===== src/rtl/blk_pack.sv =====
// blk_pack: packs 32-bit host words into 128-bit blocks held in a two-slot FIFO.
// It also drives the start and continue inputs of the AES block-interface state machine.
// Optional feature macro: BLK_PACK_PAD_EN. When it is defined, a short final block is
// zero-padded. When it is undefined, a short final block is dropped and oErr is set.
module blk_pack (
  input  logic         iClk,
  input  logic         iRstN,
  input  logic [31:0]  iData,
  input  logic         iDataVal,
  input  logic         iDataLast,
  output logic         oDataRdy,
  input  logic         iClr,
  input  logic         iSmReady,
  input  logic         iSmStart,
  input  logic         iSmEnd,
  output logic         oStart,
  output logic         oCont,
  output logic [127:0] oBlk,
  output logic         oErr
);

  logic [127:0] slot_q [2];
  logic [127:0] slot_d [2];
  logic [1:0]   last_q, last_d;
  logic [1:0]   count_q, count_d;
  logic         wptr_q, wptr_d;
  logic         rptr_q, rptr_d;
  logic [1:0]   widx_q, widx_d;
  logic         cur_last_q, cur_last_d;
  logic         err_q, err_d;

  logic accept;
  logic pop;
  logic push;
  logic push_last;

  assign oDataRdy = (count_q != 2'd2) && !iClr;
  assign oStart   = iSmReady && (count_q != 2'd0);
  assign oCont    = (count_q != 2'd0) && !cur_last_q;
  assign oBlk     = slot_q[rptr_q];
  assign oErr     = err_q;

  assign accept = iDataVal && oDataRdy;
  assign pop    = iSmStart && (count_q != 2'd0);

  // Next-state: word packing, push/pop bookkeeping, message-last tracking and flush.
  always_comb begin
    slot_d     = slot_q;
    last_d     = last_q;
    count_d    = count_q;
    wptr_d     = wptr_q;
    rptr_d     = rptr_q;
    widx_d     = widx_q;
    cur_last_d = cur_last_q;
    err_d      = err_q;
    push       = 1'b0;
    push_last  = 1'b0;

    if (iSmEnd) begin
      cur_last_d = 1'b0;
    end
    // A pop in the same cycle as an end marks the start of a new message, so it wins.
    if (pop) begin
      rptr_d     = ~rptr_q;
      cur_last_d = last_q[rptr_q];
    end

    if (accept) begin
      // The free slot at wptr is written in place. The first word goes to the top bits.
      for (int k = 0; k < 4; k++) begin
        if (int'(widx_q) == k) begin
          slot_d[wptr_q][127-32*k -: 32] = iData;
        end
      end
      if (widx_q == 2'd3) begin
        push      = 1'b1;
        push_last = iDataLast;
        widx_d    = 2'd0;
      end else if (iDataLast) begin
`ifdef BLK_PACK_PAD_EN
        for (int k = 1; k < 4; k++) begin
          if (k > int'(widx_q)) begin
            slot_d[wptr_q][127-32*k -: 32] = 32'h0;
          end
        end
        push      = 1'b1;
        push_last = 1'b1;
        widx_d    = 2'd0;
`else
        widx_d = 2'd0;
        err_d  = 1'b1;
`endif
      end else begin
        widx_d = widx_q + 2'd1;
      end
    end

    if (push) begin
      last_d[wptr_q] = push_last;
      wptr_d         = ~wptr_q;
    end

    unique case ({push, pop})
      2'b10:   count_d = count_q + 2'd1;
      2'b01:   count_d = count_q - 2'd1;
      default: count_d = count_q;
    endcase

    // A flush forces curLast to 1 so that a block already in the engine ends its message.
    if (iClr) begin
      count_d    = 2'd0;
      widx_d     = 2'd0;
      wptr_d     = 1'b0;
      rptr_d     = 1'b0;
      err_d      = 1'b0;
      cur_last_d = 1'b1;
    end
  end

  // State registers with asynchronous active-low reset.
  always_ff @(posedge iClk or negedge iRstN) begin
    if (!iRstN) begin
      slot_q[0]  <= '0;
      slot_q[1]  <= '0;
      last_q     <= '0;
      count_q    <= '0;
      wptr_q     <= 1'b0;
      rptr_q     <= 1'b0;
      widx_q     <= '0;
      cur_last_q <= 1'b0;
      err_q      <= 1'b0;
    end else begin
      slot_q[0]  <= slot_d[0];
      slot_q[1]  <= slot_d[1];
      last_q     <= last_d;
      count_q    <= count_d;
      wptr_q     <= wptr_d;
      rptr_q     <= rptr_d;
      widx_q     <= widx_d;
      cur_last_q <= cur_last_d;
      err_q      <= err_d;
    end
  end

endmodule


===== config.mk =====
export PLATFORM = sky130hd
export DESIGN_NAME = blk_pack
export DESIGN_NICKNAME = d
export VERILOG_FILES = /design/src/rtl/blk_pack.sv
export SDC_FILE = /design/constraint.sdc
export NUM_CORES = 1
export LEC_CHECK = 0
export ABC_AREA = 1
export CAP_MARGIN = 20
export CORE_MARGIN = 1.5
export CORE_UTILIZATION = 40
export CTS_CLUSTER_DIAMETER = 200
export DETAILED_ROUTE_END_ITERATION = 8
export SKIP_CTS_REPAIR_TIMING = 1
export SLEW_MARGIN = 25
export SYNTH_ARGS = -nofsm -noshare
export SYNTH_HDL_FRONTEND = slang
export SYNTH_SLANG_ARGS = --single-unit
export TNS_END_PERCENT = 30

===== constraint.sdc =====
create_clock -name iClk -period 2.45 [get_ports iClk]
set_input_delay 0.49 -clock iClk [delete_from_list [all_inputs] [get_ports iClk]]
set_output_delay 0.49 -clock iClk [all_outputs]
set_load 0.03 [all_outputs]

After elaboration in Yosys (flattened, before gate mapping)
Cells that the tools add are included.
Widths: inputs -> output; s select.
{"block": "totals", "out_inout_bits": 132, "inputBits": 40, "regBits": 266, "elab_cells": 96}
{"block": "classes", "n_mux": 48, "reduce_logical": 18, "order_cmp": 6, "n_eq_ne": 8, "addsub": 3, "bitwise": 4}
{"op": "$mux 256", "count": 7}
{"op": "$bwmux 256", "count": 4}
{"op": "$demux 128 s1", "count": 4}
{"op": "$mux 128", "count": 4}
{"op": "$mux 96", "count": 1}
{"op": "$mux 64", "count": 1}
{"op": "$mux 32", "count": 1}
{"op": "$mux 1", "count": 18}
{"op": "$mux 2", "count": 5}
{"op": "$reduce_bool 2->1", "count": 5}
{"op": "$eq 2x2->1 const B", "count": 4}
{"op": "$logic_and 1x1->1", "count": 7}
{"op": "$reduce_bool 3->1", "count": 2}
{"op": "$add 2x1->2 const B", "count": 2}
{"op": "$eq 2x1->1 const B", "count": 2}
{"op": "$ge 2x2->1 const B", "count": 2}
{"op": "$lt 1x2->1 const B", "count": 2}
{"op": "$ne 2x2->1 const B", "count": 2}
{"op": "$not 1->2", "count": 2}
{"op": "$pmux 2 s2", "count": 1}
{"op": "$reduce_and 3->1", "count": 1}
{"op": "$bwmux 2", "count": 1}
{"op": "$logic_not 1->1", "count": 2}
{"op": "$logic_not 2->1", "count": 1}
{"op": "5 further kinds", "count": 6}

Longest topological paths before layout
{"block": "logic_depth", "word_depth": 16, "mapped_depth": 9}

Worst setup path after synthesis
Ideal clock, no wire load.
{"block": "synth_timing", "path_kind": "reg-to-output", "from": "reg rptr_q", "to": "out oBlk[100]", "stages_incl_launch_ff": 6, "arrival_time_ps": 1312, "path_buffers": 2, "required_time_ps": 1960, "path_slack_ps": 648, "cell_sequence": "dfrtp_1 > inv_1 > clkbuf_1 > clkbuf_1 > nand2_1 > nand2_1"}
{"block": "synth_between", "elab_chain_len": 4}
{"element": "from (decl)", "line": "27", "rtl": "logic rptr_q, rptr_d;"}
{"element": "from (signal assigned)", "line": "138", "rtl": "rptr_q <= rptr_d;"}
{"element": "$not 1->2 (not written as such)", "line": "40", "rtl": "assign oBlk = slot_q[rptr_q];"}
{"element": "$mux 128 (not written as such) (3 in a row)", "line": "40"}
{"element": "to (decl)", "line": "18", "rtl": "output logic [127:0] oBlk,"}
No other way between the ends. The select of a mux whose other input is x is not followed.

Final worst setup path
{"block": "layout_timing", "from": "reg rptr_q", "to": "out oBlk[109]"}
The elaborated chain is that of the path after synthesis.

==> impl_results.md <==
* Met3 usage at 0.0235
* Top cells by area, synth: dfrtp_1 (59%), nand2_1 (22%), o21ai_1 (11%)
* Post-route ant nets at 0
* DR pass1 iterations at 5
* Worst Hold End: last_q[0]$_DFFE_PN0P_
* Final setup fails at 0
* Status: finished clean
* Final min period at 2.40 ns
* Fin nets at 1538
* Syn Nets at 1388
* Port Buf Inserts at 171
* Async SR Flop Fraction at 1.00
* Syn Inst Count at 1344
* Worst Hold Class: flip-flop to flip-flop
* Cell Area, Synth at 11300 µm²
* Final Max Slew Viols at 0
* R2r setup slk at 0.81 ns
* Setup_tns at 0 ns
* Final worst-path cycle share at 0.979
* Clock skew at 0.00968 ns
* CTS root buffer: clkbuf_16
* Die area at 29400 µm²
* WL final at 29200 µm
* Total number of yosys warnings at 0
* Reg2reg path depth at 6
* Worst r2r dst: slot_q[4]$_DFFE_PN0P_
* Cts bufs inserted at 28
* Sequential cell area fraction in the yosys report at 0.587
* Fmax at 0.417 GHz
* WL/cell at 15.4 µm
* Most Crowded Layer GR: met2
* Initial antenna violation count at 0
* GRT met2 Usage at 0.329
* Clock buffer depth at 3
* Worst-Skew Late Latency at 0.54 ns
* Starting Density at 0.407
* CP Data Arrival Time at 1.91 ns
* CP cell instances: inv_6, buf_16, nand2_1, nand2_1, buf_4
* Ys flop type: dfrtp_1
* Worst Path Class, Setup: flip-flop to primary output
* Most common cell in the netlist: nand2_1
* Largest net degree at the start of global routing at 68
* CP top delay family: flip-flops
* Most used cell, CP: nand2_1
* Seq cells post-synth at 266
* # clock sinks at 266
* Via-to-Cell Ratio at 4.84
* H-tree levels at 1
* Slew margin rel. at 0.625
* Die Span X at 171 µm
* Static Leak at 7.34 nW
* Crit path required time at 1.96 ns
* Area of the core at 27900 µm²
* Die Ht at 171 µm
* Crit path buffers/inverters at 3
* Area growth, synth to finish at 27.9%
* Synth area leader: dfrtp_1
* Max-cap viol count at 0
* Drt initial violations at 761
* Drt drc at 0
* Tot GR Track Use at 0.205
* Avg Inst Size Synth at 8.43 µm²
* First-pass GRT wire length at 47700 µm
* RSZ-0062 raised after global routing: yes
* Final hold vios at 0
* Cell count after placement at 1841
* Met1 GRT Util at 0.300
* IO Pins at 172
* Critical Path Fanout Max at 60
* Cell Count, Final, Fillers Out at 1894
* Hold Path Depth at 2
* Worst hold slack at 0.482 ns
* Vias in the first global route at 8742
* Min-delay src: last_q[0]$_DFFE_PN0P_
* Critical Path End Type: primary output
* ANT cells at 0
* Crit path largest cell delay at 0.58 ns
* CP max-delay cell: dfrtp_4
* VDD IR max at 0.644 mV
* Number of flops mapped to enable cells by yosys at 0
* DR vias at 9165
* Startpoint Class: flip-flop
* Top-area cell type share of the netlist area at 0.587
* Std cell rows at 61
* Share of cells above drive strength 1 at 0.154
* Slew @ Worst Pin at 0.563 ns
* Grt ovf at 0
* Netlist cell types at 26
* CTS tree: built
* Most frequent cells after synthesis: nand2_1 (652), dfrtp_1 (266), o21ai_1 (248)
* Power Density at 1110 nW/µm²
* R2R Path Start: widx_q[0]$_DFFE_PN0P_
* RePlAce Congestion at 0.743
* DP Wirelength at 18500 µm
* Clock transition at path regs at 0.06 ns
-- logic make-up (layout without fill, tap and decap cells) --
logic type | after synthesis | count (layout) | synth area share
compound gates | 265 | 265 | 0.119
fa+ha+maj | 4 | 4 | 0.00442
buf+inv | 124 | 296 | 0.0509
flops | 266 | 266 | 0.587
simple gates | 685 | 685 | 0.239
-- power breakdown --
group	leakage [nW]	internal, mW	total (mW)	switching (mW)
sequential	3.57	5.25	5.72	0.470
combinational	3.27	2.16	5.77	3.60
clock	0.501	2.86	4.58	1.72
-- layout by cell type (no fill, tap or decap) --
cell	synthesis	routed
nand2_1	652	642
dfrtp_1	266	265
o21ai_1	248	248
buf_4	1	118
inv_1	42	41
clkdlybuf4s50_1	0	41
buf_12	0	31
clkbuf_16	0	29
nand2_2	3	13
nor2_1	10	10
o21ai_0	10	10
nand3_4	7	7
clkbuf_8	0	6
clkinv_2	0	6
buf_6	7	6
nand3_1	5	5
clkbuf_1	27	5
bufinv_16	0	5
o21ai_2	4	4
ha_1	4	4
nand4_1	3	3
nor3_1	2	2
inv_6	0	1
inv_2	1	1
clkinv_4	1	1
nor2_4	1	1
o21bai_1	1	1
a21oi_1	1	1
or2_2	1	1
o211ai_1	1	1
nand3b_1	1	1
clkinvlp_4	0	1
dlygate4sd3_1	0	1
buf_8	0	1
dlymetal6s2s_1	0	1
buf_16	0	1
dfrtp_4	0	1
-- tightest hold or removal path: stages, from the launching register on --
cell	delay, ns
dfrtp_1	0.34
nand2_1	0.06
o21ai_2	0.05
-- per-layer routing --
layer | wire length [µm] | part of all wire
met1 | 13800 | 0.47
met2 | 13700 | 0.47
met4 | 451 | 0.015
met3 | 1250 | 0.043
met5 | 0 | 0
-- registers in the layout, indices dropped and copies added, names as in the netlist --
name        count
slot_q        256
count_q         2
last_q          2
widx_q          2
cur_last_q      1
oErr            1
rptr_q          1
wptr_q          1
-- layout make-up --
cell class / instances / area (µm²)
Inverter: 44 / 175
Sequential cell: 266 / 6660
Clock buffer: 40 / 827
Multi-Input combinational cell: 954 / 4130
Fill cell: 2646 / 13400
Timing Repair Buffer: 200 / 2050
Clock inverter: 12 / 188
Tap cell: 378 / 473
-- worst max-delay path by stage --
| stage | startpoint | endpoint | cells past startpoint |
|---|---|---|---|
| 3_3_place_gp | iSmReady | oStart | 4 |
| 6_report | rptr_q$_DFFE_PN0P_ | oBlk[109] | 5 |
| 4_1_cts | rptr_q$_DFFE_PN0P_ | oBlk[49] | 5 |
| 3_5_place_dp | iClr | oDataRdy | 3 |
| 2_1_floorplan | rptr_q$_DFFE_PN0P_ | oBlk[100] | 5 |
| 5_1_grt | rptr_q$_DFFE_PN0P_ | oBlk[87] | 5 |
-- through the flow --
step,setup WS [ns],area (µm²),power [mW],utilization
global placement,0.203,13400,11.5,0.482
detailed placement,0.213,13400,11.6,0.482
floorplan,0.648,11300,9.08,-
global route,-0.0249,14500,17.0,0.520
CTS,-0.00343,14400,16.2,0.518
finish,0.0512,14500,16.1,0.520
Power figures use the tool's default switching activity.
